### src/rtl/popcount_burst_arbiter.sv
// Round-robin arbiter sharing one 16-bit popcount datapath among NUM_REQ requesters.
// A grant is held for a whole burst; the saturating burst total goes out on a result handshake.
module popcount_burst_arbiter #(
  parameter int unsigned NUM_REQ = 4,
  parameter int unsigned ACC_W   = 8,
  parameter int unsigned ID_W    = 2
) (
  input  logic                    clk,
  input  logic                    rst,
  input  logic [NUM_REQ-1:0]      req_valid,
  input  logic [16*NUM_REQ-1:0]   req_data,
  input  logic [NUM_REQ-1:0]      req_last,
  output logic [NUM_REQ-1:0]      req_ready,
  output logic                    res_valid,
  input  logic                    res_ready,
  output logic [ID_W-1:0]         res_id,
  output logic [ACC_W-1:0]        res_sum,
  output logic [ACC_W-1:0]        res_words,
  output logic                    res_sat
);

  localparam int unsigned PC_W = 5;
  localparam logic [ACC_W-1:0] SAT_MAX = '1;

  typedef enum logic [1:0] {IDLE, BURST, DONE} state_t;

  state_t             state, state_d;
  logic [ID_W-1:0]    rr_ptr, rr_ptr_d;
  logic [ACC_W-1:0]   acc, acc_d;
  logic [ACC_W-1:0]   words, words_d;
  logic [NUM_REQ-1:0] req_ready_d;
  logic               res_valid_d;
  logic [ID_W-1:0]    res_id_d;
  logic [ACC_W-1:0]   res_sum_d, res_words_d;
  logic               res_sat_d;

  logic [ID_W-1:0]    grant_c, hi_pick_c, lo_pick_c;
  logic               hi_found_c;
  logic [15:0]        word_c;
  logic [PC_W-1:0]    pc_c;
  logic               accept_c, last_c;
  logic [ACC_W:0]     acc_sum_c, words_sum_c;
  logic               acc_ovf_c, words_ovf_c;

  function automatic logic [PC_W-1:0] popcount16(input logic [15:0] w);
    logic [PC_W-1:0] cnt;
    cnt = '0;
    for (int i = 0; i < 16; i++) begin
      cnt = cnt + {4'b0000, w[i]};
    end
    return cnt;
  endfunction

  // First valid requester at or after rr_ptr, wrapping to the lowest valid index.
  always_comb begin
    hi_found_c = 1'b0;
    hi_pick_c  = '0;
    lo_pick_c  = '0;
    for (int i = int'(NUM_REQ) - 1; i >= 0; i--) begin
      if (req_valid[i]) begin
        lo_pick_c = ID_W'(i);
        if (ID_W'(i) >= rr_ptr) begin
          hi_pick_c  = ID_W'(i);
          hi_found_c = 1'b1;
        end
      end
    end
    grant_c = hi_found_c ? hi_pick_c : lo_pick_c;
  end

  // req_ready is one-hot on the owner, so masking with it selects the owner's handshake.
  always_comb begin
    word_c   = req_data[{res_id, 4'b0000} +: 16];
    pc_c     = popcount16(word_c);
    accept_c = |(req_valid & req_ready);
    last_c   = |(req_valid & req_ready & req_last);
  end

  always_comb begin
    state_d     = state;
    rr_ptr_d    = rr_ptr;
    acc_d       = acc;
    words_d     = words;
    req_ready_d = req_ready;
    res_valid_d = res_valid;
    res_id_d    = res_id;
    res_sum_d   = res_sum;
    res_words_d = res_words;
    res_sat_d   = res_sat;
    acc_sum_c   = {1'b0, acc} + (ACC_W+1)'(pc_c);
    words_sum_c = {1'b0, words} + (ACC_W+1)'(1);
    acc_ovf_c   = acc_sum_c > {1'b0, SAT_MAX};
    words_ovf_c = words_sum_c > {1'b0, SAT_MAX};

    unique case (state)
      IDLE: begin
        if (|req_valid) begin
          res_id_d    = grant_c;
          acc_d       = '0;
          words_d     = '0;
          res_sat_d   = 1'b0;
          req_ready_d = NUM_REQ'(1) << grant_c;
          state_d     = BURST;
        end
      end
      BURST: begin
        if (accept_c) begin
          acc_d     = acc_ovf_c ? SAT_MAX : acc_sum_c[ACC_W-1:0];
          words_d   = words_ovf_c ? SAT_MAX : words_sum_c[ACC_W-1:0];
          res_sat_d = res_sat | acc_ovf_c | words_ovf_c;
          if (last_c) begin
            res_sum_d   = acc_d;
            res_words_d = words_d;
            res_valid_d = 1'b1;
            req_ready_d = '0;
            state_d     = DONE;
          end
        end
      end
      DONE: begin
        if (res_ready) begin
          res_valid_d = 1'b0;
          rr_ptr_d    = (res_id == ID_W'(NUM_REQ - 1)) ? '0 : res_id + ID_W'(1);
          state_d     = IDLE;
        end
      end
      default: state_d = IDLE;
    endcase
  end

  always_ff @(posedge clk) begin
    if (rst) begin
      state     <= IDLE;
      rr_ptr    <= '0;
      acc       <= '0;
      words     <= '0;
      req_ready <= '0;
      res_valid <= 1'b0;
      res_id    <= '0;
      res_sum   <= '0;
      res_words <= '0;
      res_sat   <= 1'b0;
    end else begin
      state     <= state_d;
      rr_ptr    <= rr_ptr_d;
      acc       <= acc_d;
      words     <= words_d;
      req_ready <= req_ready_d;
      res_valid <= res_valid_d;
      res_id    <= res_id_d;
      res_sum   <= res_sum_d;
      res_words <= res_words_d;
      res_sat   <= res_sat_d;
    end
  end

endmodule

### config.mk
export PLATFORM = sky130hd
export DESIGN_NAME = popcount_burst_arbiter
export DESIGN_NICKNAME = d
export VERILOG_FILES = /design/src/rtl/popcount_burst_arbiter.sv
export SDC_FILE = /design/constraint.sdc
export NUM_CORES = 1
export LEC_CHECK = 0
export ABC_AREA = 1
export BUFFER_PORTS_ARGS = -buffer_cell sky130_fd_sc_hd__buf_2
export CORE_MARGIN = 2
export CORE_UTILIZATION = 40
export DETAILED_ROUTE_END_ITERATION = 7
export GPL_ROUTABILITY_DRIVEN = 0
export PLACE_DENSITY_LB_ADDON = 0.25
export SYNTH_ARGS = -nofsm -noshare
export SYNTH_HDL_FRONTEND = slang
export SYNTH_SLANG_ARGS = --single-unit
### constraint.sdc
create_clock -name clk -period 5.2 [get_ports clk]
set_input_delay 1.04 -clock clk [delete_from_list [all_inputs] [get_ports clk]]
set_output_delay 1.04 -clock clk [all_outputs]
set_load 0.01 [all_outputs]
Word level (Yosys, flattened, before mapping) --
Index checks and enable logic that the tools add are counted.
Operators by class: shift operators 2, equal/unequal tests 7, reduce and logical (&&, ||, !) cells 13, bitwise logic cells 4, $add $sub $neg 18, magnitude comparators 6, multiplexer cells 45
Operators by type and width (number):
- $shiftx A64 B7 Y16 | 1
- $add A5 B1 Y5 | 11
- $mux W8 | 5
- $mux W2 | 18
- $pmux W8 S2 | 2
- $gt A9 B8 Y1 const B | 2
- $mux W1 | 13
- $mux W4 | 3
- $reduce_and A4 Y1 | 3
- $reduce_or A4 Y1 | 3
- $add A8 B1 Y9 const B | 1
- $add A8 B5 Y9 | 1
- $and A4 B4 Y4 | 2
- $ne A2 B2 Y1 const B | 4
- $pmux W4 S2 | 1
- $pmux W2 S3 | 1
- $reduce_and A3 Y1 | 2
- $add A4 B1 Y5 | 1
- $add A3 B1 Y4 | 1
- $eq A2 B2 Y1 const B | 2
- $ge A1 B2 Y1 const A | 2
- $ge A2 B2 Y1 const A | 2
- $pmux W1 S2 | 2
- $reduce_and A2 Y1 | 2
- 8 further kinds | 10
Word-level totals: input bits 75, register bits after elaboration 44

Longest topological paths before layout --
word-level depth 22, depth in mapped cells 23, depth with buffers taken out 20

Least setup slack after synthesis --
Ideal clock, no wire load.
path type input port to flip-flop, from in req_data[16], to reg acc[5], arrival 5.160 ns, slack -0.032 ns, required time 5.128 ns, path buffers 1, stages on the path 20, cells stage by stage nand2_1 > a32o_1 > fa_1 > inv_1 > fa_1 > fa_1 > inv_1 > fa_1 > fa_1 > fa_1 > inv_1 > nand3_1 > nand2_1 > nand2_1 > a21oi_2 > nand2_1 > buf_6 > nand2_1 > nand2_1 > a21oi_1
On the way: longest elaborated chain between the ends 21
RTL lines:
- start: declaration | RTL line 11 | input logic [16*NUM_REQ-1:0] req_data,
- $shiftx A64 B7 Y16 * | RTL line 73 | word_c = req_data[{res_id, 4'b0000} +: 16];
- $add A1 B1 Y2 * | RTL line 49 | cnt = cnt + {4'b0000, w[i]};
- $add A2 B1 Y3 * | RTL line 49
- $add A3 B1 Y4 * | RTL line 49
- $add A4 B1 Y5 * | RTL line 49
- $add A5 B1 Y5 * (11 in series) | RTL line 49
- $add A8 B5 Y9 * | RTL line 90 | acc_sum_c = {1'b0, acc} + (ACC_W+1)'(pc_c);
- $gt A9 B8 Y1 | RTL line 92 | acc_ovf_c = acc_sum_c > {1'b0, SAT_MAX};
- $mux W8 * | RTL line 108 | acc_d = acc_ovf_c ? SAT_MAX : acc_sum_c[ACC_W-1:0];
- $mux W8 * | RTL line 107 | if (accept_c) begin
- $pmux W8 S2 * | RTL line 95 | unique case (state)
- end signal: assignment | RTL line 135 | acc <= '0;
- end signal: assignment | RTL line 146 | acc <= acc_d;
- end: declaration | RTL line 29 | logic [ACC_W-1:0] acc, acc_d;
Every way passes the cells marked *; elsewhere a longest branch is shown, timed or not. The select of a mux whose other input is x is not followed. A chain may end at the register's enable or synchronous reset.

Final worst setup path --
from in req_data[16], to reg res_sum[6]
On the way: longest elaborated chain between the ends 19
RTL lines:
- $shiftx A64 B7 Y16 * | RTL line 73
- $add A1 B1 Y2 * | RTL line 49
- $add A2 B1 Y3 * | RTL line 49
- $add A3 B1 Y4 * | RTL line 49
- $add A4 B1 Y5 * | RTL line 49
- $add A5 B1 Y5 * (11 in series) | RTL line 49
- $add A8 B5 Y9 * | RTL line 90
- $gt A9 B8 Y1 | RTL line 92
- $mux W8 * | RTL line 108
- end signal: assignment | RTL line 151 | res_sum <= res_sum_d;
- end: declaration | RTL line 17 | output logic [ACC_W-1:0] res_sum,
Every way passes the cells marked *; elsewhere a longest branch is shown, timed or not.

==> qor.txt <==
Number of instances in the synthesized netlist -> 459
Commonest cells in the synthesized netlist -> nand2_1 (105), nor2_1 (60), inv_1 (54)
Crit path kind -> input port to flop
Global-route total usage across every layer -> 19.27%
Die height -> 91.65 um
Portion of the post-synthesis area used by sequential elements -> 28.66%
Router iterations before antenna repair -> 4
R2r worst-path depth -> 21
Leading cell types by total area after synthesis -> dfxtp_1 (29%), nand2_1 (13%), fa_1 (7.8%), nor2_1 (7.3%), o21ai_0 (7.2%)
Overall overflow remaining after global route -> 0
Worst r2r src -> res_id[0]$_SDFFE_PP0P_
Post-place setup slack -> -399.7 ps
Final non-filler cell total -> 653
Hold/Removal Path Class -> flop to flop
Fmax -> 199.8 MHz
Number of placement rows -> 31
Hold path start -> res_sat$_SDFFE_PP0P_
Share of the cycle needed by the critical path after routing -> 96.25%
TNS Setup -> 0 ps
CTS Sinks -> 44
Cell depth of the worst min-delay path -> 2
Clock latency at the later pin of the worst-skew pair -> 300 ps
Clock transition time at the flip-flop clock pins of the worst setup and hold paths -> 80 ps
Series of cell instances along the critical path -> buf_2 > nand2_1 > a32o_2 > fa_1 > inv_1 > fa_1 > fa_1 > inv_1 > fa_1 > fa_2 > fa_2 > inv_2 > nand3_1 > nand2_1 > nand2_1 > a21oi_2 > buf_4 > o21ai_0 > o21ai_1 > inv_1
Ratio of cells with drive above 1 in the final layout -> 25.81%
Start point of the critical path -> req_data[16]
Area share of the largest cell type after synthesis -> 28.66%
Primary FF master, synth -> dfxtp_1
Final Critical Period -> 5005 ps
Top Ports -> 99
Critical Path AT -> 5200 ps
Antenna violations before repair -> 0
Maximum number of pins on one net before global-route repair -> 36
Total power of the final layout -> 1.616 mW
Post-synth top area cell -> dfxtp_1
Number of antenna repair diodes -> 0
Peak supply drop -> 0.3932 mV
Total vias in the final route -> 3231
Delay-heaviest family, CP -> adder cells
CTS Hold Buffers Added -> 0
Register-to-register path setup slack -> 400 ps
HPWL Detailed -> 6000 um
Slew HR -> 52.58%
Utilization of the core after routing -> 52.35%
Number of global-route vias before repair -> 3031
Clk buf depth -> 2
Inserted Clock Buffers -> 5
Worst Skew -> 9.650 ps
Vias per cell -> 4.948
DIE WIDTH -> 91.65 um
Setup Viol. Count Final -> 0
Number of cells after detailed placement -> 644
Mapped Area -> 3073 sq um
Slowest-stage cell, CP -> fa_1
Number of nets still failing antenna checks after routing -> 0
Wirelength, routed -> 7942 um
Max Fanout on Critical Path -> 3
Cell Pwr Density -> 421.0 nW/um^2
Design Area, Final -> 3837 sq um
Leak pwr -> 1.958 nW
DRC violation count after routing -> 0
Post-Place Cell Area -> 3685 sq um
R2R Path End -> res_sum[6]$_SDFFE_PP0P_
Routed wirelength normalized by instance count -> 12.16 um
Final critical-path setup slack -> 194.9 ps
Critical Path End Type -> flop
Initial core utilization -> 41.92%
First-iteration detailed-routing DRC count -> 202
Total die area -> 8400 sq um
Most common cell in the synthesized netlist -> nand2_1
Synthesized Nets -> 557
Top cell by count, worst path -> fa_1
CTS tree -> yes
Count of distinct cell types in the synthesized netlist -> 35
Port Buffer Count -> 98
Global-route wire length before repair -> 13390 um
Final hold viol count -> 0
Level count of the clock H-tree -> 2
Crit-path max cell delay -> 550 ps
Synthesis-to-finish area growth -> 24.88%
CP startpoint kind -> input port
Measured slew at the worst slew-check pin -> 711.3 ps
Core region area -> 7331 sq um
Run status -> finished, final reports clean
Pins over their slew limit -> 0
Syn avg cell area -> 6.695 sq um
RSZ-0062 raised after global routing -> no
Count of max-cap constraint violations -> 0
Final Net Count -> 651
Library cell used as clock root buffer -> clkbuf_8
Ys async rst share -> 0%
End of the worst hold path -> res_sat$_SDFFE_PP0P_
Filler Cells Inserted -> 729
Data required time at the worst endpoint -> 5400 ps
Sum of buffers and inverters on the critical path -> 6
Worst hold margin -> 470.3 ps
Number of warnings reported in the yosys synthesis log -> 0
Synthesized flop and latch total -> 44
Post-synth EDFFs -> 0
## how the worst max path moves through the flow
stage / end / depth (start not counted)
after floorplan: acc[5]$_SDFFE_PP0P_ / 20
after global placement: acc[6]$_SDFFE_PP0P_ / 20
after detailed placement: acc[2]$_SDFFE_PP0P_ / 20
after CTS: acc[2]$_SDFFE_PP0P_ / 20
after global routing: acc[7]$_SDFFE_PP0P_ / 21
final: res_sum[6]$_SDFFE_PP0P_ / 20
## where the power goes
part | switching (mW) | internal, mW | total [mW]
Combinational | 0.533 | 0.441 | 0.974
Sequential | 0.00832 | 0.349 | 0.357
Clock | 0.115 | 0.170 | 0.284
Total | 0.657 | 0.959 | 1.62
## routing by layer
metal  track usage (%)  share of wire, %
met2             31.50                44
met4             4.798               1.6
met1             25.98                48
met5                 0                 0
met3             4.108               5.8
## cells in the final DEF (no fill, tap or decap), types with 2 or more instances in the layout
| cell | instances |
|---|---|
| nor2_2 | 2 |
| fa_1 | 10 |
| buf_4 | 8 |
| o22ai_1 | 10 |
| ha_1 | 11 |
| inv_2 | 4 |
| o21ai_1 | 6 |
| nor2_4 | 2 |
| nand2_1 | 104 |
| a21oi_1 | 32 |
| buf_2 | 98 |
| a32o_1 | 5 |
| a21oi_2 | 8 |
| nor2_1 | 60 |
| xnor2_1 | 2 |
| o21ai_0 | 41 |
| nor3_1 | 2 |
| nand4_1 | 2 |
| inv_1 | 53 |
| a31oi_1 | 5 |
| buf_12 | 2 |
| clkbuf_8 | 7 |
| or2_2 | 2 |
| fa_2 | 2 |
| nand3_1 | 19 |
| dfxtp_1 | 44 |
## flip-flops by register name, indices dropped and copies added (netlist names)
register and cells:
words 8, res_valid 1, res_id 2, state 2, rr_ptr 2, res_words 8
res_sat 1, acc 8, req_ready 4, res_sum 8
## logic make-up (layout without fill, tap and decap cells)
| group | count (synthesis) | in the layout | share of synthesized area (%) |
|---|---|---|---|
| and+or+nand+nor | 199 | 199 | 27.20 |
| buffers and inverters | 79 | 174 | 10.30 |
| adders and majority gates | 23 | 23 | 12.30 |
| DFF | 44 | 44 | 28.66 |
| AOI/OAI and AO/OA | 111 | 111 | 20.68 |
| xor gates and xnor gates | 3 | 3 | 0.8552 |
## tightest hold or removal path: stages, from the launching register on
cell     delay [ps]
dfxtp_1         330
inv_1            50
a21oi_1          50
## final cells by class
type                            count  area, sq um  share of cell area (%)
Multi-Input combinational cell    336         1897                   49.43
Inverter                           58        219.0                   5.706
Clock inverter                      1        30.03                  0.7825
Sequential cell                    44        880.8                   22.95
Clock buffer                        7        96.34                   2.511
Timing Repair Buffer              108        590.6                   15.39
Tap cell                           99        123.9                   3.228
## repair_timing
action	CTS	global route
setup endpoints to repair	9	17
setup buffers	0	1
pin swaps	0	6
resized for setup	1	9
(Power assumes the default switching activity.)
